**src/rtl/axi_gpio_bank.sv**
```systemverilog
// AXI4 slave GPIO bank: CH_COUNT channels of OUT/IN/DIR registers with burst support.
// Define GPIO_IRQ_EN to build the IRQ_EN/IRQ_STAT registers, edge detector and irq output.
module axi_gpio_bank #(
  parameter int DATA_WIDTH = 32,
  parameter int ADDR_WIDTH = 12,
  parameter int ID_WIDTH   = 8,
  parameter int CH_COUNT   = 2,
  parameter int GPIO_WIDTH = 8
) (
  input  logic                           clk,
  input  logic                           rst,
  input  logic [ID_WIDTH-1:0]            s_axi_awid,
  input  logic [ADDR_WIDTH-1:0]          s_axi_awaddr,
  input  logic [7:0]                     s_axi_awlen,
  input  logic [2:0]                     s_axi_awsize,
  input  logic [1:0]                     s_axi_awburst,
  input  logic                           s_axi_awlock,
  input  logic [3:0]                     s_axi_awcache,
  input  logic [2:0]                     s_axi_awprot,
  input  logic                           s_axi_awvalid,
  output logic                           s_axi_awready,
  input  logic [DATA_WIDTH-1:0]          s_axi_wdata,
  input  logic [DATA_WIDTH/8-1:0]        s_axi_wstrb,
  input  logic                           s_axi_wlast,
  input  logic                           s_axi_wvalid,
  output logic                           s_axi_wready,
  output logic [ID_WIDTH-1:0]            s_axi_bid,
  output logic [1:0]                     s_axi_bresp,
  output logic                           s_axi_bvalid,
  input  logic                           s_axi_bready,
  input  logic [ID_WIDTH-1:0]            s_axi_arid,
  input  logic [ADDR_WIDTH-1:0]          s_axi_araddr,
  input  logic [7:0]                     s_axi_arlen,
  input  logic [2:0]                     s_axi_arsize,
  input  logic [1:0]                     s_axi_arburst,
  input  logic                           s_axi_arlock,
  input  logic [3:0]                     s_axi_arcache,
  input  logic [2:0]                     s_axi_arprot,
  input  logic                           s_axi_arvalid,
  output logic                           s_axi_arready,
  output logic [ID_WIDTH-1:0]            s_axi_rid,
  output logic [DATA_WIDTH-1:0]          s_axi_rdata,
  output logic [1:0]                     s_axi_rresp,
  output logic                           s_axi_rlast,
  output logic                           s_axi_rvalid,
  input  logic                           s_axi_rready,
  input  logic [CH_COUNT*GPIO_WIDTH-1:0] gpio_in,
  output logic [CH_COUNT*GPIO_WIDTH-1:0] gpio_out,
  output logic [CH_COUNT*GPIO_WIDTH-1:0] gpio_oe,
  output logic                           irq
);

  localparam int CH_W = ADDR_WIDTH - 5;
  localparam int SB_W = DATA_WIDTH / 8;

  typedef enum logic [1:0] {W_IDLE, W_DATA, W_RESP} w_state_t;
  typedef enum logic {R_IDLE, R_DATA} r_state_t;

  logic [GPIO_WIDTH-1:0] out_r   [CH_COUNT];
  logic [GPIO_WIDTH-1:0] dir_r   [CH_COUNT];
  logic [GPIO_WIDTH-1:0] in_p0   [CH_COUNT];
  logic [GPIO_WIDTH-1:0] in_p1   [CH_COUNT];
`ifdef GPIO_IRQ_EN
  logic [GPIO_WIDTH-1:0] in_p2   [CH_COUNT];
  logic [GPIO_WIDTH-1:0] irq_en_r[CH_COUNT];
  logic [GPIO_WIDTH-1:0] stat_r  [CH_COUNT];
  logic                  any_stat;
`endif
  logic                  irq_q;

  function automatic logic is_unmapped(input logic [ADDR_WIDTH-1:0] a);
    logic bad;
    bad = (a[ADDR_WIDTH-1:5] >= CH_W'(CH_COUNT)) || (a[4:2] > 3'd4);
`ifndef GPIO_IRQ_EN
    bad = bad || (a[4:2] == 3'd3) || (a[4:2] == 3'd4);
`endif
    return bad;
  endfunction

  function automatic logic [ADDR_WIDTH-1:0] next_addr(input logic [ADDR_WIDTH-1:0] a,
                                                      input logic [1:0] burst);
    return (burst == 2'b00) ? a : a + ADDR_WIDTH'(4);
  endfunction

  function automatic logic [DATA_WIDTH-1:0] strb_mask(input logic [SB_W-1:0] s);
    logic [DATA_WIDTH-1:0] m;
    for (int b = 0; b < SB_W; b++) m[8*b +: 8] = {8{s[b]}};
    return m;
  endfunction

  function automatic logic [GPIO_WIDTH-1:0] merge(input logic [GPIO_WIDTH-1:0] old,
                                                  input logic [DATA_WIDTH-1:0] d,
                                                  input logic [SB_W-1:0] s);
    logic [DATA_WIDTH-1:0] m, full;
    m    = strb_mask(s);
    full = (DATA_WIDTH'(old) & ~m) | (d & m);
    return full[GPIO_WIDTH-1:0];
  endfunction

  // Unmapped offsets and out-of-range channels fall through to zero.
  function automatic logic [DATA_WIDTH-1:0] rd_word(input logic [ADDR_WIDTH-1:0] a);
    logic [DATA_WIDTH-1:0] v;
    v = '0;
    for (int c = 0; c < CH_COUNT; c++) begin
      if (a[ADDR_WIDTH-1:5] == CH_W'(c)) begin
        case (a[4:2])
          3'd0:    v = DATA_WIDTH'(out_r[c]);
          3'd1:    v = DATA_WIDTH'(in_p1[c]);
          3'd2:    v = DATA_WIDTH'(dir_r[c]);
`ifdef GPIO_IRQ_EN
          3'd3:    v = DATA_WIDTH'(irq_en_r[c]);
          3'd4:    v = DATA_WIDTH'(stat_r[c]);
`endif
          default: v = '0;
        endcase
      end
    end
    return v;
  endfunction

  // ---------------- write channel ----------------
  w_state_t              w_state, w_next;
  logic [ADDR_WIDTH-1:0] w_addr;
  logic [7:0]            w_len, w_cnt;
  logic [1:0]            w_burst;
  logic                  w_err;
  logic                  w_fire, w_bad;
  logic [CH_COUNT-1:0]   wr_sel;

  assign w_fire = (w_state == W_DATA) && s_axi_wvalid;
  assign w_bad  = is_unmapped(w_addr);

  always_comb begin
    wr_sel = '0;
    for (int c = 0; c < CH_COUNT; c++)
      wr_sel[c] = w_fire && !w_bad && (w_addr[ADDR_WIDTH-1:5] == CH_W'(c));
  end

  always_ff @(posedge clk) begin
    if (rst) w_state <= W_IDLE;
    else     w_state <= w_next;
  end

  always_comb begin
    w_next = w_state;
    case (w_state)
      W_IDLE:  if (s_axi_awvalid) w_next = W_DATA;
      W_DATA:  if (w_fire && (w_cnt == w_len)) w_next = W_RESP;
      W_RESP:  if (s_axi_bready) w_next = W_IDLE;
      default: w_next = W_IDLE;
    endcase
  end

  always_comb begin
    s_axi_awready = (w_state == W_IDLE);
    s_axi_wready  = (w_state == W_DATA);
    s_axi_bvalid  = (w_state == W_RESP);
    s_axi_bresp   = {w_err, 1'b0};
  end

  always_ff @(posedge clk) begin
    if (rst) begin
      w_addr    <= '0;
      w_len     <= '0;
      w_cnt     <= '0;
      w_burst   <= '0;
      w_err     <= 1'b0;
      s_axi_bid <= '0;
    end else if (w_state == W_IDLE && s_axi_awvalid) begin
      w_addr    <= s_axi_awaddr;
      w_len     <= s_axi_awlen;
      w_cnt     <= '0;
      w_burst   <= s_axi_awburst;
      w_err     <= 1'b0;
      s_axi_bid <= s_axi_awid;
    end else if (w_fire) begin
      w_err  <= w_err | w_bad;
      w_addr <= next_addr(w_addr, w_burst);
      w_cnt  <= w_cnt + 8'd1;
    end
  end

  // ---------------- register file and pad sync ----------------
  always_ff @(posedge clk) begin
    for (int c = 0; c < CH_COUNT; c++) begin
      if (rst) begin
        out_r[c]    <= '0;
        dir_r[c]    <= '0;
        in_p0[c]    <= '0;
        in_p1[c]    <= '0;
`ifdef GPIO_IRQ_EN
        in_p2[c]    <= '0;
        irq_en_r[c] <= '0;
        stat_r[c]   <= '0;
`endif
      end else begin
        in_p0[c] <= gpio_in[c*GPIO_WIDTH +: GPIO_WIDTH];
        in_p1[c] <= in_p0[c];
        if (wr_sel[c] && w_addr[4:2] == 3'd0) out_r[c] <= merge(out_r[c], s_axi_wdata, s_axi_wstrb);
        if (wr_sel[c] && w_addr[4:2] == 3'd2) dir_r[c] <= merge(dir_r[c], s_axi_wdata, s_axi_wstrb);
`ifdef GPIO_IRQ_EN
        in_p2[c] <= in_p1[c];
        if (wr_sel[c] && w_addr[4:2] == 3'd3)
          irq_en_r[c] <= merge(irq_en_r[c], s_axi_wdata, s_axi_wstrb);
        // A fresh edge outranks a simultaneous W1C of the same bit.
        stat_r[c] <= (stat_r[c] & ~((wr_sel[c] && w_addr[4:2] == 3'd4) ?
                                    merge('0, s_axi_wdata, s_axi_wstrb) : '0))
                   | (in_p1[c] & ~in_p2[c] & irq_en_r[c]);
`endif
      end
    end
  end

`ifdef GPIO_IRQ_EN
  always_comb begin
    any_stat = 1'b0;
    for (int c = 0; c < CH_COUNT; c++) any_stat = any_stat | (|stat_r[c]);
  end

  always_ff @(posedge clk) begin
    if (rst) irq_q <= 1'b0;
    else     irq_q <= any_stat;
  end
`else
  assign irq_q = 1'b0;
`endif

  assign irq = irq_q;

  for (genvar g = 0; g < CH_COUNT; g++) begin : g_pins
    assign gpio_out[g*GPIO_WIDTH +: GPIO_WIDTH] = out_r[g];
    assign gpio_oe [g*GPIO_WIDTH +: GPIO_WIDTH] = dir_r[g];
  end

  // ---------------- read channel ----------------
  r_state_t              r_state, r_next;
  logic [ADDR_WIDTH-1:0] r_addr, r_addr_nx;
  logic [7:0]            r_len, r_cnt;
  logic [1:0]            r_burst;

  assign r_addr_nx = next_addr(r_addr, r_burst);

  always_ff @(posedge clk) begin
    if (rst) r_state <= R_IDLE;
    else     r_state <= r_next;
  end

  always_comb begin
    r_next = r_state;
    case (r_state)
      R_IDLE:  if (s_axi_arvalid) r_next = R_DATA;
      R_DATA:  if (s_axi_rready && s_axi_rlast) r_next = R_IDLE;
      default: r_next = R_IDLE;
    endcase
  end

  always_comb begin
    s_axi_arready = (r_state == R_IDLE);
    s_axi_rvalid  = (r_state == R_DATA);
  end

  always_ff @(posedge clk) begin
    if (rst) begin
      r_addr      <= '0;
      r_len       <= '0;
      r_cnt       <= '0;
      r_burst     <= '0;
      s_axi_rid   <= '0;
      s_axi_rdata <= '0;
      s_axi_rresp <= '0;
      s_axi_rlast <= 1'b0;
    end else if (r_state == R_IDLE && s_axi_arvalid) begin
      r_addr      <= s_axi_araddr;
      r_len       <= s_axi_arlen;
      r_cnt       <= '0;
      r_burst     <= s_axi_arburst;
      s_axi_rid   <= s_axi_arid;
      s_axi_rdata <= rd_word(s_axi_araddr);
      s_axi_rresp <= {is_unmapped(s_axi_araddr), 1'b0};
      s_axi_rlast <= (s_axi_arlen == 8'd0);
    end else if (r_state == R_DATA && s_axi_rready) begin
      if (s_axi_rlast) begin
        s_axi_rlast <= 1'b0;
      end else begin
        r_addr      <= r_addr_nx;
        r_cnt       <= r_cnt + 8'd1;
        s_axi_rdata <= rd_word(r_addr_nx);
        s_axi_rresp <= {is_unmapped(r_addr_nx), 1'b0};
        s_axi_rlast <= ((r_cnt + 8'd1) == r_len);
      end
    end
  end

  logic unused_ok;
  assign unused_ok = ^{s_axi_awsize, s_axi_awlock, s_axi_awcache, s_axi_awprot,
                       s_axi_arsize, s_axi_arlock, s_axi_arcache, s_axi_arprot, s_axi_wlast};

endmodule
```
**config.mk**
```make
export PLATFORM = sky130hd
export DESIGN_NAME = axi_gpio_bank
export DESIGN_NICKNAME = d
export VERILOG_FILES = /design/src/rtl/axi_gpio_bank.sv
export SDC_FILE = /design/constraint.sdc
export NUM_CORES = 1
export LEC_CHECK = 0
export BUFFER_PORTS_ARGS = -buffer_cell sky130_fd_sc_hd__buf_2
export CAP_MARGIN = 20
export CORE_AREA = 3 3 127 129
export CTS_CLUSTER_SIZE = 30
export DETAILED_ROUTE_END_ITERATION = 10
export DIE_AREA = 0 0 130 132
export MAX_ROUTING_LAYER = met4
export PLACE_DENSITY = 0.83
export SLEW_MARGIN = 20
export SYNTH_ARGS = -nofsm -noshare
export SYNTH_HDL_FRONTEND = slang
export SYNTH_SLANG_ARGS = --single-unit
```
**constraint.sdc**
```tcl
create_clock -name clk -period 2.59 [get_ports clk]
set_input_delay 0.1295 -clock clk [delete_from_list [all_inputs] [get_ports clk]]
set_output_delay 0.1295 -clock clk [all_outputs]
set_load 0.02 [all_outputs]
```
==> results of run 1 <==
per-stage QoR:
step,area [µm²],utilization,hold WS [ns]
2_1_floorplan,7555,-,0.2577
3_3_place_gp,8283,0.5469,0.3437
3_5_place_dp,8283,0.5469,0.3416
4_1_cts,9482,0.6260,0.002276
5_1_grt,9500,0.6273,0.05564
6_report,9500,0.6273,0.03406
sequential cells by signal, summed over array words and instances, names as in the netlist, 10 cells and up:
name,flops
dir_r,16
out_r,16
w_addr,10
in_p1,16
in_p0,16
r_addr,10
synthesized netlist by cell type (13+ instances only):
library cell / n / area (µm²)
xnor2_1: 16 / 140.1
edfxtp_1: 32 / 960.9
nand3_1: 13 / 65.06
nand2b_1: 32 / 200.2
clkbuf_1: 30 / 112.6
buf_4: 28 / 210.2
mux2i_1: 17 / 170.2
nor2_1: 77 / 289.0
a211oi_1: 16 / 120.1
xor2_1: 27 / 236.5
nand2_1: 123 / 461.7
a21oi_1: 95 / 475.5
nor2b_1: 40 / 250.2
dfxtp_1: 118 / 2362
a221oi_1: 19 / 166.4
o21ai_0: 14 / 70.07
placed cells by master (no fill, tap or decap), drive strengths merged, types with 10 or more instances in the layout:
cell	instances
mux2	16
a311oi	10
mux2i	18
nand3	13
or3	12
inv	19
a211oi	16
a21oi	95
nand2	123
nor2	77
buf	172
dlygate4sd3	64
conb	27
clkbuf	17
nand2b	32
xnor2	16
edfxtp	32
nor2b	40
o21ai	14
a221oi	19
xor2	27
dfxtp	118
worst reg2reg max path, cell delays in order (launching register included):
cell,delay (ns)
dfxtp_1,0.33
ha_1,0.25
o211a_2,0.32
o22ai_1,0.13
a221oi_2,0.30
nand4_1,0.12
buf_4,0.18
or3_1,0.40
a311oi_2,0.25
area by class of cell:
cell class	instances	area, µm²	share of cell area
Clock buffer	17	425.4	0.04478
Clock inverter	15	132.6	0.01396
Inverter	8	30.03	0.003161
Multi-Input combinational cell	635	3797	0.3997
Sequential cell	150	3323	0.3498
Tap cell	188	235.2	0.02476
Timing Repair Buffer	236	1556	0.1638
per-layer routing:
metal  routed length [µm]  track usage  part of all wire
met5                    0            -                 0
met1                 8516       0.3078              0.41
met4                  582      0.09527             0.028
met3                 1441      0.05429             0.069
met2                10230       0.3871              0.49
final timing paths:
kind                                               endpoint  slack, ns  depth (start not counted)
worst min-delay path                s_axi_rvalid$_SDFF_PP0_       0.03                          4
worst max register to register  s_axi_rdata[6]$_SDFFE_PP0P_       0.23                          8
worst min register to register       in_p1[0][7]$_SDFF_PP0_       0.43                          1
worst max-delay path            s_axi_rdata[6]$_SDFFE_PP0P_       0.23                          8
power breakdown:
| group | leakage [nW] | internal (mW) | total [mW] | switching, mW |
|---|---|---|---|---|
| combinational | 2.39 | 0.418 | 1.02 | 0.600 |
| clock | 0.270 | 1.27 | 2.35 | 1.09 |
| sequential | 1.30 | 2.52 | 2.64 | 0.118 |
| total | 3.96 | 4.20 | 6.01 | 1.80 |
cell families after synthesis:
logic type	Yosys count	synth area share
AO/OA/AOI/OAI	184	0.1648
XOR/XNOR	43	0.05050
adder cells (fa/ha/maj)	7	0.01174
buffers and inverters	85	0.06007
flip-flops	150	0.4456
multiplexers	34	0.05000
other	1	0.0005029
AND/OR/NAND/NOR	340	0.2168
repair_timing:
action,in CTS,in global routing
hold buffers,64,0
setup endpoints to repair,0,16
buffers inserted,0,1
hold endpoints to repair,64,0
resized for setup,0,3
==> results.yml, run 1 <==
run_status:
  status: "completed"
clocking:
  clk_pin_slew_worst_paths_ns: 0.06
  clock_latency_ns: 0.44
  cts_tree: "yes"
  htree_levels: 4
  cts_root_buf: "clkbuf_16"
  clkSinkCount: 150
  cts_buffers: 17
  cts_buffer_depth: 2
detailed_routing:
  via_per_inst: 5.558
  drc: 0
  wirelength_mm: 20.77
  firstDrtPassIters: 5
  drt_iter0_drc: 658
  vias: 6942
  ant_nets: 0
  wire_per_inst_um: 16.63
worst_setup_path:
  cpLargestDelayFamily: "compound AO/OA/AOI/OAI gates"
  path_max_fanout: 9
  cp_slowest_cell: "or3_1"
  slowest_delay_ns: 0.40
  cp-startpoint: "r_addr[2]$_SDFFE_PP0P_"
  critPathArrivalTime_ns: 2.70
  critPathBufInv: 1
  path_cells: "ha_1, o211a_2, o22ai_1, a221oi_2, nand4_1, buf_4, or3_1, a311oi_2"
  critical_path_required_ns: 2.93
  rr_startpoint: "r_addr[2]$_SDFFE_PP0P_"
  critPathKind: "reg2reg"
  worstSetupEndpointType: "flip-flop"
  cp-start-kind: "flip-flop"
floorplan:
  initial_core_util: 0.4924
  die-area_um2: 17160
  die_h_um: 132
  die_width_um: 130
  fp-row-count: 45
  io_pins: 233
  fp.coreArea_um2: 15150
sta:
  fmax_mhz: 423.8
  setup_tns_ns: 0
  hold_viol: 0
  relSlewSlack: 0.4703
  grt_setup_unrepaired: "no"
  layout_min_cycle_time_ns: 2.360
  maxSlewViolCount: 0
  finalWorstSetupSlack_ns: 0.2302
  min_period_over_period: 0.9111
  setup_viol: 0
  fin_skew_ns: 0.01148
  worstMarginPinSlew_ns: 0.7916
grt:
  grt_overflow: 0
  grt_max_degree: 54
  antenna_found_initial: 0
  grt_pass1_wl_mm: 32.72
  grt_usage: 0.2459
  grt_pass1_vias: 6588
synth:
  syn-cell-area_um2: 7457
  seq_area_frac_synth: 0.4456
  synth_cell_types: 54
  synthCells: 844
  avgSynthCellArea_um2: 8.835
  synth-main-ff-cell: "dfxtp_1"
  synth_seq_cells: 150
  async_flop_share: 0
  ys_warn_count: 0
  synth_edf_count: 32
placed_design:
  dp.cells: 1152
  gp_congestion: 0.9497
  portBuffers: 151
  dp.final_hpwl_mm: 13.58
  pre_cts_slack_ns: 0.1067
flow_run:
  cap_violations: 0
finish:
  syn_to_final_growth_pct: 27.40
  stdcell_count: 1249
  nNetsFinal: 1197
  drive_above_1_share: 0.2158
  antennaDiodeCount: 0
  fillers: 1191
min_path:
  worstHoldStart: "s_axi_rready"
  hp-class: "in2reg"
power:
  powerDensity_nw_per_um2: 632.4
  peakVddDrop_uv: 563.1
  leakage_nw: 3.956
  p_total_mw: 6.008
Power figures use the tool's default switching activity.
==> run 2, diff against run 1 <==
--- a/config.mk
+++ b/config.mk
@@ -5,12 +5,13 @@
 export SDC_FILE = /design/constraint.sdc
 export NUM_CORES = 1
 export LEC_CHECK = 0
+export ABC_AREA = 1
 export BUFFER_PORTS_ARGS = -buffer_cell sky130_fd_sc_hd__buf_2
 export CAP_MARGIN = 20
-export CORE_AREA = 3 3 127 129
+export CORE_AREA = 3 3 129 131
 export CTS_CLUSTER_SIZE = 30
 export DETAILED_ROUTE_END_ITERATION = 10
-export DIE_AREA = 0 0 130 132
+export DIE_AREA = 0 0 132 134
 export MAX_ROUTING_LAYER = met4
 export PLACE_DENSITY = 0.83
 export SLEW_MARGIN = 20
==> results.yml, run 2 <==
run_status:
  status: "completed"
synth:
  synth_cell_types: 45
  synth_most_common_cell: "nand2_1"
  synth-main-ff-cell: "dfxtp_1"
  synth_seq_cells: 150
  synthCells: 1095
  yosys-top-cells-count: "nand2_1 (235), nor2_1 (180), dfxtp_1 (118)"
  synth.area.top_cells: "dfxtp_1 (30%), edfxtp_1 (12%), nand2_1 (11%), nor2_1 (8.7%), nand3_1 (7.2%)"
  synth_edf_count: 32
  ys_warn_count: 0
  yosysTopAreaCellShare: 0.3031
  seq_area_frac_synth: 0.4264
  syn-cell-area_um2: 7794
  async_flop_share: 0
  avgSynthCellArea_um2: 7.118
  synth_top_cell_by_area: "dfxtp_1"
sta:
  relSlewSlack: 0.3932
  setup_tns_ns: 0
  min_period_over_period: 0.8680
  maxSlewViolCount: 0
  finalWorstSetupSlack_ns: 0.3420
  fmax_mhz: 444.8
  setup_viol: 0
  layout_min_cycle_time_ns: 2.248
  grt_setup_unrepaired: "no"
  hold_viol: 0
  worstMarginPinSlew_ns: 0.9092
  fin_skew_ns: 0.008192
min_path:
  hp-class: "in2reg"
worst_setup_path:
  critical_path_required_ns: 2.94
  slowest_delay_ns: 0.42
  path_max_fanout: 42
  cp_slowest_cell: "dfxtp_1"
  critPathArrivalTime_ns: 2.60
  worstSetupEndpointType: "flip-flop"
  crit_top_cell: "nand2_1"
  path_cells: "ha_1, nand2_1, nor2_2, inv_2, nand2_1, buf_4, nand3_1, nand3_1, nand3_1, nand2_1, nand2_1, nand2_1, nand2_1, a21oi_2"
  critPathKind: "reg2reg"
  cp-start-kind: "flip-flop"
floorplan:
  die_width_um: 132
  die_h_um: 134
  die-area_um2: 17690
  fp.coreArea_um2: 15710
  initial_core_util: 0.4960
  fp-row-count: 46
  io_pins: 233
finish:
  nNetsFinal: 1440
  multi_input_area_um2: 3741
  fillers: 1395
  final_area_um2: 9754
  seqCellArea_um2: 3323
  syn_to_final_growth_pct: 25.16
  fin_util: 0.6208
  antennaDiodeCount: 0
  most-common-layout-cells: "nand2_1 (235), nor2_1 (178), buf_2 (151), dfxtp_1 (118), nand3_1 (112)"
  drive_above_1_share: 0.1833
  layout_commonest_cell: "nand2_1"
grt:
  grt_usage: 0.2456
  antenna_found_initial: 0
  grt_pass1_wl_mm: 34.45
  grt_pass1_vias: 7177
  grt_max_degree: 61
  grt_overflow: 0
flow_run:
  cap_violations: 0
detailed_routing:
  drt_iter0_drc: 927
  drc: 0
  ant_nets: 0
  wire_per_inst_um: 14.12
  vias: 7837
  via_per_inst: 5.156
  firstDrtPassIters: 7
  wirelength_mm: 21.46
clocking:
  cts_tree: "yes"
  cts_root_buf: "clkbuf_16"
  clk_pin_slew_worst_paths_ns: 0.06
  post_cts_buffers: 0
  hold_buffers: 58
  cts_buffers: 17
  cts_resized: 0
  cts_buffer_depth: 2
  htree_levels: 4
  clkSinkCount: 150
  clock_latency_ns: 0.42
placed_design:
  dp.final_hpwl_mm: 14.83
  gp_congestion: 0.9630
  portBuffers: 151
  place_area_um2: 8607
  pre_cts_slack_ns: 0.3304
power:
  p_total_mw: 6.062
  peakVddDrop_uv: 459.3
  powerDensity_nw_per_um2: 621.4
  leakage_nw: 4.533
run 2: logic make-up (layout without fill, tap and decap cells):
family / Yosys count / in the layout / synth area share
AND/OR/NAND/NOR: 577 / 577 / 0.3232
flip-flops: 150 / 150 / 0.4264
XOR/XNOR: 16 / 16 / 0.01798
buffers and inverters: 184 / 367 / 0.1068
adder cells (fa/ha/maj): 7 / 7 / 0.01124
other: 1 / 27 / 0.0004812
AO/OA/AOI/OAI: 160 / 160 / 0.1140
run 2: final timing paths:
path                               start                           to  slack [ns]  cells past startpoint
setup / recovery  r_addr[3]$_SDFFE_PP0P_  s_axi_rdata[6]$_SDFFE_PP0P_        0.34                     14
hold / removal          s_axi_araddr[10]      r_addr[10]$_SDFFE_PP0P_        0.02                      3
setup reg to reg  r_addr[3]$_SDFFE_PP0P_  s_axi_rdata[6]$_SDFFE_PP0P_        0.34                     14
hold reg to reg   in_p0[1][6]$_SDFF_PP0_       in_p1[1][6]$_SDFF_PP0_        0.40                      2
run 2: layer usage:
metal	share of wire	GRT usage	routed length (µm)	vias to the layer above
met1	0.41	0.3028	8823	3533
met3	0.086	0.06264	1842	60
met2	0.47	0.3894	10110	366
li1	-	-	-	3878
met4	0.032	0.09568	677	0
met5	0	-	0	-
run 2: metrics by stage:
step / hold slack [ns] / std cells
3_3_place_gp: 0.3317 / 1430
4_1_cts: 0.00002193 / 1520
5_1_grt: 0.0009148 / 1520
6_report: 0.01666 / 1520
2_1_floorplan: 0.2365 / 1121
3_5_place_dp: 0.3365 / 1430
run 2: worst max-delay path: cells and delay by family (launching register included):
family                   cells  cell delay (ns)
adder cells (fa/ha/maj)      1             0.23
flip-flops                   1             0.42
buffers and inverters        2             0.40
AND/OR/NAND/NOR             10             1.00
AO/OA/AOI/OAI                1             0.13
run 2: power by group:
| group | internal [mW] | switching (mW) |
|---|---|---|
| combinational | 0.371 | 0.688 |
| sequential | 2.53 | 0.122 |
| clock | 1.30 | 1.05 |
run 2: final cells by class:
class	instances	area share
Multi-Input combinational cell	787	0.3835
Sequential cell	150	0.3407
Tap cell	216	0.02771
Clock inverter	14	0.01167
Inverter	114	0.04400
Clock buffer	18	0.04618
Timing Repair Buffer	221	0.1462
